--- src/rtl/regfile_arb_pkg.sv ---
// Shared defaults and arbiter state type for the register-file write arbiter.
package regfile_arb_pkg;

  localparam int unsigned DATA_W_DEF     = 32;
  localparam int unsigned ADDR_W_DEF     = 5;
  localparam int unsigned FIFO_DEPTH_DEF = 2;

  // Names the requester that received the most recent grant.
  typedef enum logic {
    LAST_ALU = 1'b0,
    LAST_MEM = 1'b1
  } arb_ptr_e;

endpackage

--- src/rtl/wb_fifo.sv ---
// Writeback queue: holds {addr, data} entries for one requester and reports
// whether either decode source address matches a queued entry.
module wb_fifo #(
  parameter  int unsigned DATA_W = 32,
  parameter  int unsigned ADDR_W = 5,
  parameter  int unsigned DEPTH  = 2,
  localparam int unsigned PTR_W  = (DEPTH > 1) ? $clog2(DEPTH) : 1,
  localparam int unsigned CNT_W  = $clog2(DEPTH + 1)
) (
  input  logic              clk_i,
  input  logic              rst_i,
  input  logic              flush_i,
  input  logic              push_i,
  input  logic [ADDR_W-1:0] addr_i,
  input  logic [DATA_W-1:0] data_i,
  input  logic              pop_i,
  output logic [ADDR_W-1:0] head_addr_o,
  output logic [DATA_W-1:0] head_data_o,
  output logic [CNT_W-1:0]  count_o,
  output logic              full_o,
  output logic              empty_o,
  input  logic [ADDR_W-1:0] rs_addr_i,
  input  logic [ADDR_W-1:0] rt_addr_i,
  output logic              rs_hit_o,
  output logic              rt_hit_o
);

  logic [ADDR_W-1:0] addr_q [DEPTH];
  logic [DATA_W-1:0] data_q [DEPTH];
  logic [PTR_W-1:0]  rd_ptr_q, rd_ptr_d;
  logic [PTR_W-1:0]  wr_ptr_q, wr_ptr_d;
  logic [CNT_W-1:0]  count_q, count_d;
  logic              do_push, do_pop;

  function automatic logic [PTR_W-1:0] next_ptr(input logic [PTR_W-1:0] p);
    return (p == PTR_W'(DEPTH - 1)) ? '0 : p + 1'b1;
  endfunction

  assign full_o      = (count_q == CNT_W'(DEPTH));
  assign empty_o     = (count_q == '0);
  assign count_o     = count_q;
  assign head_addr_o = addr_q[rd_ptr_q];
  assign head_data_o = data_q[rd_ptr_q];

  // Flush wins over both push and pop, so a write arriving on the flush edge is dropped.
  assign do_push = push_i && !full_o  && !flush_i;
  assign do_pop  = pop_i  && !empty_o && !flush_i;

  // Next pointer/count state; push and pop together leave the count unchanged.
  always_comb begin
    rd_ptr_d = rd_ptr_q;
    wr_ptr_d = wr_ptr_q;
    count_d  = count_q;
    if (flush_i) begin
      rd_ptr_d = '0;
      wr_ptr_d = '0;
      count_d  = '0;
    end else begin
      if (do_push) wr_ptr_d = next_ptr(wr_ptr_q);
      if (do_pop)  rd_ptr_d = next_ptr(rd_ptr_q);
      if (do_push && !do_pop)      count_d = count_q + 1'b1;
      else if (do_pop && !do_push) count_d = count_q - 1'b1;
    end
  end

  // Pointer and occupancy registers.
  always_ff @(posedge clk_i or posedge rst_i) begin
    if (rst_i) begin
      rd_ptr_q <= '0;
      wr_ptr_q <= '0;
      count_q  <= '0;
    end else begin
      rd_ptr_q <= rd_ptr_d;
      wr_ptr_q <= wr_ptr_d;
      count_q  <= count_d;
    end
  end

  // Entry storage; contents are only meaningful inside the occupied window.
  always_ff @(posedge clk_i) begin
    if (do_push) begin
      addr_q[wr_ptr_q] <= addr_i;
      data_q[wr_ptr_q] <= data_i;
    end
  end

  // Source-address match against occupied entries only (offset from head < count).
  always_comb begin
    int unsigned offs;
    offs     = 0;
    rs_hit_o = 1'b0;
    rt_hit_o = 1'b0;
    for (int unsigned i = 0; i < DEPTH; i++) begin
      offs = (i + DEPTH - 32'(rd_ptr_q)) % DEPTH;
      if (offs < 32'(count_q)) begin
        if (addr_q[PTR_W'(i)] == rs_addr_i) rs_hit_o = 1'b1;
        if (addr_q[PTR_W'(i)] == rt_addr_i) rt_hit_o = 1'b1;
      end
    end
  end

endmodule

--- src/rtl/regfile_write_arbiter.sv ---
// Merges ALU and load writebacks into the single register-file write port,
// round-robin on contention, and flags decode sources with writes in flight.
module regfile_write_arbiter
  import regfile_arb_pkg::*;
#(
  parameter int unsigned DATA_W     = DATA_W_DEF,
  parameter int unsigned ADDR_W     = ADDR_W_DEF,
  parameter int unsigned FIFO_DEPTH = FIFO_DEPTH_DEF
) (
  input  logic              clock,
  input  logic              reset,
  input  logic              alu_valid,
  input  logic [ADDR_W-1:0] alu_addr,
  input  logic [DATA_W-1:0] alu_data,
  output logic              alu_ready,
  input  logic              mem_valid,
  input  logic [ADDR_W-1:0] mem_addr,
  input  logic [DATA_W-1:0] mem_data,
  output logic              mem_ready,
  input  logic              flush,
  output logic              wr_en,
  output logic [ADDR_W-1:0] wr_addr,
  output logic [DATA_W-1:0] wr_data,
  input  logic [ADDR_W-1:0] rs_addr,
  input  logic [ADDR_W-1:0] rt_addr,
  output logic              rs_pending,
  output logic              rt_pending
);

  localparam int unsigned CNT_W = $clog2(FIFO_DEPTH + 1);

  logic [ADDR_W-1:0] alu_head_addr, mem_head_addr;
  logic [DATA_W-1:0] alu_head_data, mem_head_data;
  logic [CNT_W-1:0]  alu_count, mem_count;
  logic              alu_full, mem_full, alu_empty, mem_empty;
  logic              alu_rs_hit, alu_rt_hit, mem_rs_hit, mem_rt_hit;
  logic              grant_alu, grant_mem;

  arb_ptr_e          ptr_q;
  logic              wr_en_q;
  logic [ADDR_W-1:0] wr_addr_q;
  logic [DATA_W-1:0] wr_data_q;

  assign alu_ready = (alu_count < CNT_W'(FIFO_DEPTH));
  assign mem_ready = (mem_count < CNT_W'(FIFO_DEPTH));

  // Alternate on contention: the requester not named by the pointer wins.
  assign grant_alu = !alu_empty && (mem_empty || ptr_q == LAST_MEM);
  assign grant_mem = !mem_empty && (alu_empty || ptr_q == LAST_ALU);

  wb_fifo #(.DATA_W(DATA_W), .ADDR_W(ADDR_W), .DEPTH(FIFO_DEPTH)) u_alu_fifo (
    .clk_i       (clock),
    .rst_i       (reset),
    .flush_i     (flush),
    .push_i      (alu_valid && !alu_full),
    .addr_i      (alu_addr),
    .data_i      (alu_data),
    .pop_i       (grant_alu),
    .head_addr_o (alu_head_addr),
    .head_data_o (alu_head_data),
    .count_o     (alu_count),
    .full_o      (alu_full),
    .empty_o     (alu_empty),
    .rs_addr_i   (rs_addr),
    .rt_addr_i   (rt_addr),
    .rs_hit_o    (alu_rs_hit),
    .rt_hit_o    (alu_rt_hit)
  );

  wb_fifo #(.DATA_W(DATA_W), .ADDR_W(ADDR_W), .DEPTH(FIFO_DEPTH)) u_mem_fifo (
    .clk_i       (clock),
    .rst_i       (reset),
    .flush_i     (flush),
    .push_i      (mem_valid && !mem_full),
    .addr_i      (mem_addr),
    .data_i      (mem_data),
    .pop_i       (grant_mem),
    .head_addr_o (mem_head_addr),
    .head_data_o (mem_head_data),
    .count_o     (mem_count),
    .full_o      (mem_full),
    .empty_o     (mem_empty),
    .rs_addr_i   (rs_addr),
    .rt_addr_i   (rt_addr),
    .rs_hit_o    (mem_rs_hit),
    .rt_hit_o    (mem_rt_hit)
  );

  // Arbiter pointer and registered write port; flush suppresses the grant.
  always_ff @(posedge clock or posedge reset) begin
    if (reset) begin
      ptr_q     <= LAST_MEM;
      wr_en_q   <= 1'b0;
      wr_addr_q <= '0;
      wr_data_q <= '0;
    end else if (flush) begin
      wr_en_q   <= 1'b0;
    end else if (grant_alu) begin
      ptr_q     <= LAST_ALU;
      wr_en_q   <= 1'b1;
      wr_addr_q <= alu_head_addr;
      wr_data_q <= alu_head_data;
    end else if (grant_mem) begin
      ptr_q     <= LAST_MEM;
      wr_en_q   <= 1'b1;
      wr_addr_q <= mem_head_addr;
      wr_data_q <= mem_head_data;
    end else begin
      wr_en_q   <= 1'b0;
    end
  end

  assign wr_en   = wr_en_q;
  assign wr_addr = wr_addr_q;
  assign wr_data = wr_data_q;

  assign rs_pending = alu_rs_hit | mem_rs_hit | (wr_en_q && (wr_addr_q == rs_addr));
  assign rt_pending = alu_rt_hit | mem_rt_hit | (wr_en_q && (wr_addr_q == rt_addr));

endmodule
--- config.mk ---
export PLATFORM = sky130hd
export DESIGN_NAME = regfile_write_arbiter
export DESIGN_NICKNAME = d
export VERILOG_FILES = /design/src/rtl/regfile_arb_pkg.sv /design/src/rtl/wb_fifo.sv /design/src/rtl/regfile_write_arbiter.sv
export SDC_FILE = /design/constraint.sdc
export NUM_CORES = 1
export LEC_CHECK = 0
export ABC_AREA = 1
export ABC_CLOCK_PERIOD_IN_PS = 4290
export CAP_MARGIN = 10
export CORE_ASPECT_RATIO = 0.8
export CORE_MARGIN = 4
export CORE_UTILIZATION = 54
export CTS_CLUSTER_SIZE = 40
export DETAILED_ROUTE_END_ITERATION = 12
export HOLD_SLACK_MARGIN = 0.05
export PLACE_DENSITY = 0.86
export SYNTH_ARGS = -nofsm -noshare
export SYNTH_HDL_FRONTEND = slang
export SYNTH_SLANG_ARGS = --single-unit
--- constraint.sdc ---
create_clock -name clock -period 4.29 [get_ports clock]
set_clock_uncertainty 0.2 [all_clocks]
set_input_delay 0.429 -clock clock [delete_from_list [all_inputs] [get_ports clock]]
set_output_delay 0.429 -clock clock [all_outputs]
set_load 0.005 [all_outputs]
==> out/metrics.csv <==
metric,value,unit
ys.flop_type,edfxtp_1,
finalSetupTns,0,ns
drcViolationCount,0,
ys_ff_latch,195,
finalNonFillerCells,1121,
dpl.hpwl,13400,microns
nFillCells,1094,
clk_path_buf_depth,2,
final_common_cell,nand2_1,
clock_latency,0.43,ns
worstPathMaxFanout,46,
async_reset_ff_share,24.1,%
place_congestion,0.918,
final_nets,987,
cts_sinks,195,
die_area,17700,sq um
diodes,0,
critical-path-max-stage-delay,0.83,ns
yosysWarnings,0,
critical_path_arrival,3.55,ns
critPathLaunchType,register,
synth_area,8450,sq um
drive_gt1_share,5.71,%
grt_pass1_wl,31900,microns
ioPinCount,131,
rr_worst_depth,7,
vias,6195,
firstDrtPassIters,5,
numPortBuffers,130,
ys_types,31,
rows,40,
synth-seq-area-share,66.6,%
grt_pass1_vias,5954,
finalSetupViolCount,0,
vias_per_cell,5.53,
min_period,3.38,ns
fp.dieH,120,microns
critPathSlowestCell,o21ai_4,
r2r_start,u_mem_fifo.count_o[0]$_DFFE_PP0P_,
slew_headroom,19.2,%
cts-root-buf,clkbuf_16,
netlist_instances,779,
rsz0062_at_grt,no,
critPathKind,register to register,
cts_hold_buffers,0,
hold_path.class,primary input to async pin,
clk_pin_slew,0.07,ns
start_util,55.7,%
required,4.46,ns
grt_overflow,0,
final_cell_mix,"249 x nand2_1, 148 x edfxtp_1, 130 x clkdlybuf4s50_1",
placed_cells,1088,
die_x,148,microns
cap_viol_max_count,0,
final_antenna_net_count,0,
synth_edf_count,148,
p_leak,4.20,nW
worst_pin_slew,1.21,ns
numCtsBuffers,17,
hold_viol,0,
antenna_found_initial,0,
syn2layout_area_growth,24.2,%
drtIter0Drc,756,
critPathCaptureType,register,
cp_cell_sequence,o21ai_4 > nand2_4 > nor2_4 > nor2_8 > inv_4 > nand3_1 > nand2_1,
grt_use_total,23.5,%
synth.avg_cell_area,10.8,sq um
cts_setup_buffers,0,
drt-total-wl,20500,microns
fmax,0.296,GHz
core,15200,sq um
cellPowerDensity,631,nW/um^2
finalCritPeriodShare,78.8,%
drv_slew,0,
ir_drop,0.000407,V
r2r-end,wr_data[1]$_DFFE_PP0P_,
wl_per_cell,18.3,microns
cts_tree,built,
grt_max_degree,47,
syn-num-nets,868,
r2r_slack,0.91,ns
cts_resized,0,
outcome,completed,
htree_num_levels,4,
## worst max-delay path, delay by kind of cell, from the launching register on
family	cells	cell delay, ns
and+or+nand+nor	5	1.31
buffers and inverters	1	0.43
AOI/OAI and AO/OA	1	0.83
DFF	1	0.46
## synth_stat cells (all sizes together) (3+ instances only)
cell | number | share of area [%]
a21oi | 8 | 0.47
buf | 14 | 1.1
clkbuf | 23 | 1.0
dfrtp | 46 | 14
edfxtp | 148 | 53
inv | 47 | 2.1
mux2i | 32 | 3.8
nand2 | 250 | 11
nand3 | 110 | 6.5
nand4 | 3 | 0.22
nor2 | 36 | 2.1
o21ai | 31 | 2.0
xnor2 | 4 | 0.41
xor2 | 16 | 1.7
## routing by layer
layer	track usage (%)	up-vias	part of all wire (%)
met4	7.50	0	2.0
li1	-	2875	-
met5	0	-	0
met3	5.74	34	9.4
met1	33.1	2962	42
met2	36.3	324	47
## metrics by stage
step | hold slack [ns] | worst slack (ns) | instance area (sq um) | utilization (%) | power (W)
finish | 0.236 | 0.909 | 10500 | 69.2 | 0.00663
global route | 0.274 | 0.673 | 10500 | 69.2 | 0.00701
global placement | 0.265 | 1.13 | 9910 | 65.3 | 0.00500
CTS | 0.246 | 0.971 | 10500 | 69.0 | 0.00662
floorplan | 0.259 | 1.22 | 8450 | - | 0.00416
detailed placement | 0.271 | 1.01 | 9910 | 65.3 | 0.00509
## cell type report
cell class              instances  area, sq um  share of cell area, %
flip-flops and latches        195         5620                   53.6
multi-input cells             500         2490                   23.8
repair buffers                137         1370                   13.1
clock buffers                  23          458                   4.36
well taps                     210          263                   2.50
inverters                      47          179                   1.70
clock inverters                 9          103                  0.978
## state kept, by name (all words and copies together), names as in the netlist
name                 flops
ptr_q                    1
u_alu_fifo.data_q       64
wr_data                 32
u_alu_fifo.rd_ptr_q      1
wr_en                    1
u_alu_fifo.addr_q       10
wr_addr                  5
u_mem_fifo.wr_ptr_q      1
u_mem_fifo.rd_ptr_q      1
u_alu_fifo.count_o       2
u_mem_fifo.count_o       2
u_alu_fifo.wr_ptr_q      1
u_mem_fifo.data_q       64
u_mem_fifo.addr_q       10
## worst max path at each step
stage               slack, ns                           endpoint  depth (start not counted)                              start
floorplan                1.22  u_alu_fifo.addr_q[0][0]$_DFFE_PP_                          4                              flush
global placement         1.13            wr_data[18]$_DFFE_PP0P_                          7  u_mem_fifo.count_o[0]$_DFFE_PP0P_
detailed placement       1.01            wr_data[18]$_DFFE_PP0P_                          7  u_mem_fifo.count_o[0]$_DFFE_PP0P_
CTS                      0.97            wr_data[18]$_DFFE_PP0P_                          7  u_mem_fifo.count_o[0]$_DFFE_PP0P_
global route             0.67            wr_data[18]$_DFFE_PP0P_                          7  u_mem_fifo.count_o[0]$_DFFE_PP0P_
finish                   0.91             wr_data[1]$_DFFE_PP0P_                          7  u_mem_fifo.count_o[0]$_DFFE_PP0P_
## cell families after synthesis
group           share of synthesized area, %
compound gates                          3.08
flops                                   66.6
simple gates                            20.2
buf+inv                                 4.27
mux                                     3.79
xor+xnor                                2.07
## power by group
group          total [W]  switching [W]  internal (W)
logic            0.00240        0.00145      0.000946
registers        0.00269       0.000293       0.00240
clock network    0.00154       0.000663      0.000872
Note: power is estimated with default switching activity, not from simulation.
